## src/rtl/load_store_sequencer_pkg.sv

```systemverilog
// Shared definitions for the load/store control sequencer.
//   state_t        : sequencer state encoding (4 bits, IDLE = 0)
//   DEF_OP_*       : default opcode values for LD, LDI and ST
//   is_mem_state() : true for the states that wait on a memory handshake
package seq_defs;

  typedef enum logic [3:0] {
    IDLE   = 4'd0,
    F_MAR  = 4'd1,
    F_RD   = 4'd2,
    F_IR   = 4'd3,
    DECODE = 4'd4,
    L_MAR  = 4'd5,
    L_RD   = 4'd6,
    L_WB   = 4'd7,
    I_WB   = 4'd8,
    S_MAR  = 4'd9,
    S_MDR  = 4'd10,
    S_WR   = 4'd11,
    DONE   = 4'd12
  } state_t;

  localparam logic [4:0] DEF_OP_LD  = 5'd0;
  localparam logic [4:0] DEF_OP_LDI = 5'd1;
  localparam logic [4:0] DEF_OP_ST  = 5'd2;

  function automatic logic is_mem_state(input state_t s);
    return (s == F_RD) || (s == L_RD) || (s == S_WR);
  endfunction

endpackage

```

## src/rtl/load_store_sequencer_mem_wait_timer.sv

```systemverilog
// Wait-cycle counter for memory handshakes.
//   clock   : system clock
//   clear   : synchronous active-high reset, zeroes the count
//   load    : restart the count at zero (held while outside a memory state)
//   enable  : count one more wait cycle
//   timeout : count has reached TIMEOUT-1, the last cycle of the budget
module mem_wait_timer #(
  parameter int TIMEOUT = 16
) (
  input  logic clock,
  input  logic clear,
  input  logic load,
  input  logic enable,
  output logic timeout
);

  localparam int CW = (TIMEOUT > 1) ? $clog2(TIMEOUT) : 1;
  localparam logic [CW-1:0] LAST = CW'(TIMEOUT - 1);

  logic [CW-1:0] count;

  always_ff @(posedge clock) begin
    if (clear || load) begin
      count <= '0;
    end else if (enable) begin
      count <= count + CW'(1);
    end
  end

  assign timeout = (count == LAST);

endmodule

```

## src/rtl/load_store_sequencer.sv

```systemverilog
// Control sequencer for instruction fetch and LD / LDI / ST execution.
// Emits datapath strobes only; the IR opcode field is read back from the
// datapath.
//   clock, clear        : clock and synchronous active-high reset
//   start, run          : single-instruction kick / free-run mode
//   opcode              : IR opcode field, valid from DECODE onward
//   mem_ready           : memory finished the current access this cycle
//   pco .. rout         : datapath strobes
//   mdr_bus_sel         : 1 = MDR loads from bus, 0 = from memory
//   mem_read, mem_write : memory commands
//   busy, done          : not idle / one-cycle retire pulse
//   illegal, bus_err    : sticky unknown-opcode / memory-timeout flags
//   instr_count         : retired instruction count (wraps)
module load_store_sequencer
  import seq_defs::*;
#(
  parameter int                  OPCODE_W = 5,
  parameter logic [OPCODE_W-1:0] OP_LD    = OPCODE_W'(DEF_OP_LD),
  parameter logic [OPCODE_W-1:0] OP_LDI   = OPCODE_W'(DEF_OP_LDI),
  parameter logic [OPCODE_W-1:0] OP_ST    = OPCODE_W'(DEF_OP_ST),
  parameter int                  TIMEOUT  = 16,
  parameter int                  CNT_W    = 16
) (
  input  logic                clock,
  input  logic                clear,
  input  logic                start,
  input  logic                run,
  input  logic [OPCODE_W-1:0] opcode,
  input  logic                mem_ready,
  output logic                pco,
  output logic                mari,
  output logic                mdri,
  output logic                mdro,
  output logic                iri,
  output logic                pc_inc,
  output logic                csigno,
  output logic                gra,
  output logic                rin,
  output logic                rout,
  output logic                mdr_bus_sel,
  output logic                mem_read,
  output logic                mem_write,
  output logic                busy,
  output logic                done,
  output logic                illegal,
  output logic                bus_err,
  output logic [CNT_W-1:0]    instr_count
);

  state_t state, next_state;
  logic   set_illegal, set_bus_err;
  logic   tmr_load, tmr_en, tmr_timeout;

  // Every memory state is entered from a non-memory state, so holding the
  // timer at zero outside them gives each access a fresh budget.
  assign tmr_load = !is_mem_state(state);

  mem_wait_timer #(.TIMEOUT(TIMEOUT)) u_timer (
    .clock   (clock),
    .clear   (clear),
    .load    (tmr_load),
    .enable  (tmr_en),
    .timeout (tmr_timeout)
  );

  always_ff @(posedge clock) begin
    if (clear) begin
      state <= IDLE;
    end else begin
      state <= next_state;
    end
  end

  always_ff @(posedge clock) begin
    if (clear) begin
      illegal     <= 1'b0;
      bus_err     <= 1'b0;
      instr_count <= '0;
    end else begin
      if (state == IDLE && start) begin
        illegal <= 1'b0;
        bus_err <= 1'b0;
      end
      if (set_illegal) illegal <= 1'b1;
      if (set_bus_err) bus_err <= 1'b1;
      if (state == DONE) instr_count <= instr_count + CNT_W'(1);
    end
  end

  always_comb begin
    next_state  = state;
    pco         = 1'b0;
    mari        = 1'b0;
    mdri        = 1'b0;
    mdro        = 1'b0;
    iri         = 1'b0;
    pc_inc      = 1'b0;
    csigno      = 1'b0;
    gra         = 1'b0;
    rin         = 1'b0;
    rout        = 1'b0;
    mdr_bus_sel = 1'b0;
    mem_read    = 1'b0;
    mem_write   = 1'b0;
    done        = 1'b0;
    set_illegal = 1'b0;
    set_bus_err = 1'b0;
    tmr_en      = 1'b0;
    busy        = (state != IDLE);
    case (state)
      IDLE:   if (start || run) next_state = F_MAR;
      F_MAR: begin
        pco = 1'b1; mari = 1'b1; next_state = F_RD;
      end
      F_RD: begin
        mem_read = 1'b1;
        if (mem_ready) begin
          mdri = 1'b1; next_state = F_IR;
        end else if (tmr_timeout) begin
          set_bus_err = 1'b1; next_state = IDLE;
        end else begin
          tmr_en = 1'b1;
        end
      end
      F_IR: begin
        mdro = 1'b1; iri = 1'b1; pc_inc = 1'b1; next_state = DECODE;
      end
      DECODE: begin
        case (opcode)
          OP_LD:   next_state = L_MAR;
          OP_LDI:  next_state = I_WB;
          OP_ST:   next_state = S_MAR;
          default: begin
            set_illegal = 1'b1; next_state = IDLE;
          end
        endcase
      end
      L_MAR: begin
        csigno = 1'b1; mari = 1'b1; next_state = L_RD;
      end
      L_RD: begin
        mem_read = 1'b1;
        if (mem_ready) begin
          mdri = 1'b1; next_state = L_WB;
        end else if (tmr_timeout) begin
          set_bus_err = 1'b1; next_state = IDLE;
        end else begin
          tmr_en = 1'b1;
        end
      end
      L_WB: begin
        mdro = 1'b1; gra = 1'b1; rin = 1'b1; next_state = DONE;
      end
      I_WB: begin
        csigno = 1'b1; gra = 1'b1; rin = 1'b1; next_state = DONE;
      end
      S_MAR: begin
        csigno = 1'b1; mari = 1'b1; next_state = S_MDR;
      end
      S_MDR: begin
        gra = 1'b1; rout = 1'b1; mdri = 1'b1; mdr_bus_sel = 1'b1;
        next_state = S_WR;
      end
      S_WR: begin
        mem_write = 1'b1;
        if (mem_ready) begin
          next_state = DONE;
        end else if (tmr_timeout) begin
          set_bus_err = 1'b1; next_state = IDLE;
        end else begin
          tmr_en = 1'b1;
        end
      end
      DONE: begin
        done = 1'b1;
        next_state = run ? F_MAR : IDLE;
      end
      default: next_state = IDLE;
    endcase
  end

endmodule
```

## config.mk

```make
export PLATFORM = sky130hd
export DESIGN_NAME = load_store_sequencer
export DESIGN_NICKNAME = d
export VERILOG_FILES = /design/src/rtl/load_store_sequencer_pkg.sv /design/src/rtl/load_store_sequencer_mem_wait_timer.sv /design/src/rtl/load_store_sequencer.sv
export SDC_FILE = /design/constraint.sdc
export NUM_CORES = 1
export LEC_CHECK = 0
export ABC_AREA = 1
export CORE_UTILIZATION = 39
export CTS_CLUSTER_SIZE = 25
export DETAILED_ROUTE_END_ITERATION = 6
export DONT_BUFFER_PORTS = 1
export SLEW_MARGIN = 20
export SYNTH_ARGS = -nofsm -noshare
export SYNTH_HDL_FRONTEND = slang
export SYNTH_HIERARCHICAL = 1
export SYNTH_SLANG_ARGS = --single-unit
export TNS_END_PERCENT = 5
```

## constraint.sdc

```tcl
create_clock -name clock -period 4.8 [get_ports clock]
set_input_delay 0.48 -clock clock [delete_from_list [all_inputs] [get_ports clock]]
set_output_delay 0.48 -clock clock [all_outputs]
set_load 0.01 [all_outputs]
```

== After elaboration in Yosys (flattened, before gate mapping) ==
Cells that the tools add are included.
Cells by class
  multipliers: 0
  $lt $le $gt $ge: 0
  reduce and logical (&&, ||, !) cells: 19
  div/mod/pow operators: 0
  shift operators: 0
  mux-type cells: 32
  equality and inequality tests: 16
  bitwise logic cells: 0
  add/sub/neg operators: 2
Operator list (number)
  $pmux W4 S12: 1
  $eq A4 B4 Y1 const B: 6
  $mux W1: 24
  $mux W4: 5
  $add A16 B1 Y16 const B: 1
  $eq A4 B3 Y1 const B: 4
  $reduce_or A3 Y1: 5
  $pmux W4 S3: 1
  $eq A4 B2 Y1 const B: 2
  $reduce_or A2 Y1: 3
  $eq A5 B1 Y1 const B: 1
  $eq A5 B2 Y1 const B: 1
  $logic_not A5 Y1: 1
  $add A4 B1 Y4 const B: 1
  $eq A4 B1 Y1 const B: 1
  $logic_not A4 Y1: 1
  $logic_or A1 B1 Y1: 4
  $reduce_bool A2 Y1: 2
  $reduce_bool A4 Y1: 1
  $ne A2 B1 Y1 const B: 1
  $pmux W1 S2: 1
  $logic_and A1 B1 Y1: 1
  $logic_not A1 Y1: 1
Storage, ports and cells
  memories kept: 0
  bits in writable memories: 0
  bits of input ports: 10
  latch bits: 0
  memory bits (read-only): 0
  register bits: 26
  output and inout port bits: 33

== Longest topological paths before layout ==
  depth in word-level cells: 5
  gate-level depth with buffers: 11
  gate-level depth less buffers: 11

== Hierarchy ==
Netlist, hierarchy kept.
By module, submodules not included
  load_store_sequencer: cells an instance 213, area an instance 1372.6 um^2, instances 1
  mem_wait_timer: cells an instance 24, area an instance 176.4 um^2, instances 1

== Worst setup path before layout ==
OpenSTA, ideal clock, no wires.
  path type: register to register
  from: reg state[3]
  to: reg u_timer.count[3]
  period minus slack after synthesis: 1.766 ns
  arrival: 1.653 ns
  stages on the path, launching flop included: 12
  slack: 3.034 ns
  setup time: 0.113 ns
  cell sequence: dfxtp_1 -> inv_2 -> nor2_4 -> nand2_1 -> o21ai_1 -> inv_1 -> nor3_1 -> nand2_2 -> nor2_2 -> nand2_1 -> nand2_1 -> nor2_1
On the way
  longest elaborated chain between the ends: 5
  elaborated cells between the ends (all ways): 9
  those cells by class: eq/ne: 3; mux: 1; reduce/logical: 5
Ends and longest elaborated chain
  start, declared: line load_store_sequencer.sv:50  | state_t state, next_state;
  start signal, assigned: line load_store_sequencer.sv:70  | state <= next_state;
  $eq A4 B2 Y1 or $eq A4 B3 Y1 (tied branches): line load_store_sequencer_pkg.sv:28  | return (s == F_RD) || (s == L_RD) || (s == S_WR);
  $logic_or A1 B1 Y1: line load_store_sequencer_pkg.sv:28
  $logic_or A1 B1 Y1 (*): line load_store_sequencer_pkg.sv:28
  $logic_not A1 Y1 (*): line load_store_sequencer.sv:56  | assign tmr_load = !is_mem_state(state);
  net tmr_load: line load_store_sequencer.sv:52  | logic tmr_load, tmr_en, tmr_timeout;
  $logic_or A1 B1 Y1 (*): line load_store_sequencer_mem_wait_timer.sv:23  | if (clear || load) begin
  end signal, assigned: line load_store_sequencer_mem_wait_timer.sv:26  | count <= count + CW'(1);
  end, declared: line load_store_sequencer_mem_wait_timer.sv:20  | logic [CW-1:0] count;
Mark *: on every way through the listed nets, which the timed path passes. The rest lies on a longest branch.
A chain may end at the register's enable or synchronous reset.

== Final worst setup path ==
Ends and elaborated chain as after synthesis.

==> results.md <==
- Outcome: finished clean
- Leading cell type in the layout, fill and taps excluded: nand2_1
- CP Max Fanout: 7
- Sw Ratio: approximately 27%
- Crit. End Element: flop
- Area added between synthesis and finish: 6.54%
- Slew @ Worst Pin: 0.659 ns
- Width of the die: approximately 65 um
- Util after Layout: 44.1%
- PD cells: ~290 nW/um^2
- YS warnings: 6
- GRT busiest layer: met2
- Commonest cells after routing, fill and taps aside: 58 x nand2_1, 36 x nor2_1, 33 x inv_1, 26 x dfxtp_1
- Final cell count without fillers: 285
- RSZ-0062 raised after global routing: no
- Vias in the first global route: around 1400
- Drt total wl: 3.46 mm
- DRT Pass-1 Iters: 5
- Final WS setup: between 2 and 3 ns
- Post-Syn Nets: 249
- Tot GR Track Use: between 10% and 20%
- Dpl cells: between 200 and 300
- Cell Area, Synth: approximately 1500 sq um
- Largest net degree at the start of global routing: 16
- Crit path arrival time: between 2 and 2.5 ns
- Number of setup violations in the final report: 0
- DRT iter0 DRCs: 74
- # Post-CTS Setup Buffers: 0
- Comb pwr share: 13.5%
- CP Class: reg -> reg
- Startpoint Class: flop
- Netlist cell types: 28
- Synthesized flop and latch total: 26
- Post-CTS sizing: 0
- Pre-CTS setup slack: 2.77 ns
- Grt ovf: 0
- Grt met1 use: a little under a quarter
- Sequential share of power: between 40% and 50%
- Design Power: between 0.0004 and 0.0005 W
- Diodes inserted: 0
- Peak VDD IR: roughly 0.12 mV
- CTS Sinks: 26
- Vias: between 1000 and 1500
- Final #Nets: 250
- Sequential area share after synthesis: about a third
- Full die area: approximately 4200 sq um
- Initial core utilization: ~41%
- Min Clock Period, post-route: around 2.1 ns
- Final slew viol count: 0
- Mapped Cells: 237
- H-tree Lvls: 1
- Placer Congestion: 0.854
- P_int: about 0.00035 W
- Final HPWL DP: 2.67 mm
- GRT met3 Usage: 3.35%
- Clk Latency, worst-skew pair: approximately 0.27 ns
- Die outline height: 65.0 um
- Clk network pwr share: 38.7%
- Post-route DRC violation count: 0
- I/O pin count: 43
- P_sw: 0.000127 W
- CTS clk-pin slew, worst paths: ~0.1 ns
- Port Buffers: 0
- # rows: 22
- # fillers: 409
- TNS Setup: 0 ns
- Period utilization: a little over two fifths
- Final ANT Viol Nets: 0
- Worst relative slew slack: between 50 and 60%
- Clock root cell: clkbuf_8
- Vias per inst: 5.05
- WL/cell: 12.1 um
- Global routing usage on met2: around 30%
- Share of layout cells above drive strength 1: under 10%
- Final Skew: between 0.008 and 0.009 ns
- F_max: between 400 and 500 MHz
- First-pass GRT wire length: 6.02 mm
- Max clock buf depth: 2
- Fin. Hold Viols: 0
- Required time worst endpoint: 4.97 ns
- Syn Area/Cell: approximately 6.5 sq um
- CTS tree: built
- Worst hold path type: in -> reg
- Core area: between 3000 and 4000 sq um
- Antenna violations before repair: 0
- Leak Pwr: 0.740 nW
- Hold Buf Count CTS: 0
- CTS buffer count: 3
- Max_cap viols: 0
## registers in the layout, summed over array words and instances, names as in the netlist
name	flops
instr_count	16
state	4
u_timer/count	4
bus_err	1
illegal	1
## cell usage after synthesis (all sizes together)
| cell | n | area, sq um |
|---|---|---|
| nand2 | 62 | 267 |
| nor2 | 44 | 219 |
| inv | 37 | 144 |
| dfxtp | 26 | 521 |
| o21ai | 16 | 80.1 |
| nand3 | 15 | 80.1 |
| a21oi | 14 | 70.1 |
| nand4 | 7 | 43.8 |
| nor3 | 4 | 20.0 |
| buf | 3 | 26.3 |
| ha | 2 | 25.0 |
| xor2 | 2 | 17.5 |
| and3 | 1 | 6.26 |
| clkbuf | 1 | 3.75 |
| nor3b | 1 | 12.5 |
| o22ai | 1 | 6.26 |
| o31ai | 1 | 7.51 |
## power groups by stage
stage / registers [W] / logic, W / clock network [W]
CTS: 0.000227 / 0.0000636 / 0.000189
global route: 0.000228 / 0.0000704 / 0.000196
floorplan: 0.000231 / 0.0000535 / 0
finish: 0.000227 / 0.0000642 / 0.000184
global placement: 0.000232 / 0.0000637 / 0
detailed placement: 0.000232 / 0.0000634 / 0
## routing by layer
layer,share of wire [%],wire [um]
met3,8.6,299
met5,0,0
met1,46,1590
met2,44,1530
met4,1.2,42
## final timing paths
kind                                  from                             to  slack (ns)  depth (start not counted)
max                  state[3]$_SDFFE_PP0P_  u_timer/count[3]$_SDFFE_PP0P_        2.70                         11
min                                  clear   instr_count[10]$_SDFFE_PP0N_        0.25                          1
max reg2reg          state[3]$_SDFFE_PP0P_  u_timer/count[3]$_SDFFE_PP0P_        2.70                         11
min reg2reg  u_timer/count[0]$_SDFFE_PP0P_  u_timer/count[0]$_SDFFE_PP0P_        0.50                          2
## worst max-delay path, cell delays in order, from the launching register on
cell	delay [ns]
dfxtp_1	0.49
inv_2	0.14
nor2_4	0.14
nand2_1	0.13
o21ai_1	0.13
inv_1	0.08
nor3_1	0.52
nand2_2	0.11
nor2_2	0.14
nand2_1	0.05
nand2_1	0.05
nor2_1	0.03
## cell families after synthesis
| family | count (synthesis) | synth area share [%] |
|---|---|---|
| XOR/XNOR | 2 | 1.13 |
| adder cells (fa/ha/maj) | 2 | 1.62 |
| buffers and inverters | 41 | 11.2 |
| AND/OR/NAND/NOR | 134 | 41.8 |
| flip-flops | 26 | 33.6 |
| AO/OA/AOI/OAI | 32 | 10.6 |
## cell type report
cell class | count | area, sq um | share of cell area [%]
Multi-Input combinational cell | 170 | 855 | 51.8
Sequential cell | 26 | 520 | 31.5
Inverter | 37 | 144 | 8.72
Tap cell | 48 | 60.1 | 3.64
Clock buffer | 3 | 41.3 | 2.50
Clock inverter | 1 | 30.0 | 1.82
## per-stage QoR
stage | area (sq um) | hold slack [ns]
finish | 1650 | 0.254
global route | 1650 | 0.239
global placement | 1580 | 0.488
detailed placement | 1580 | 0.497
CTS | 1650 | 0.245
floorplan | 1550 | 0.469
Power figures use the tool's default switching activity.
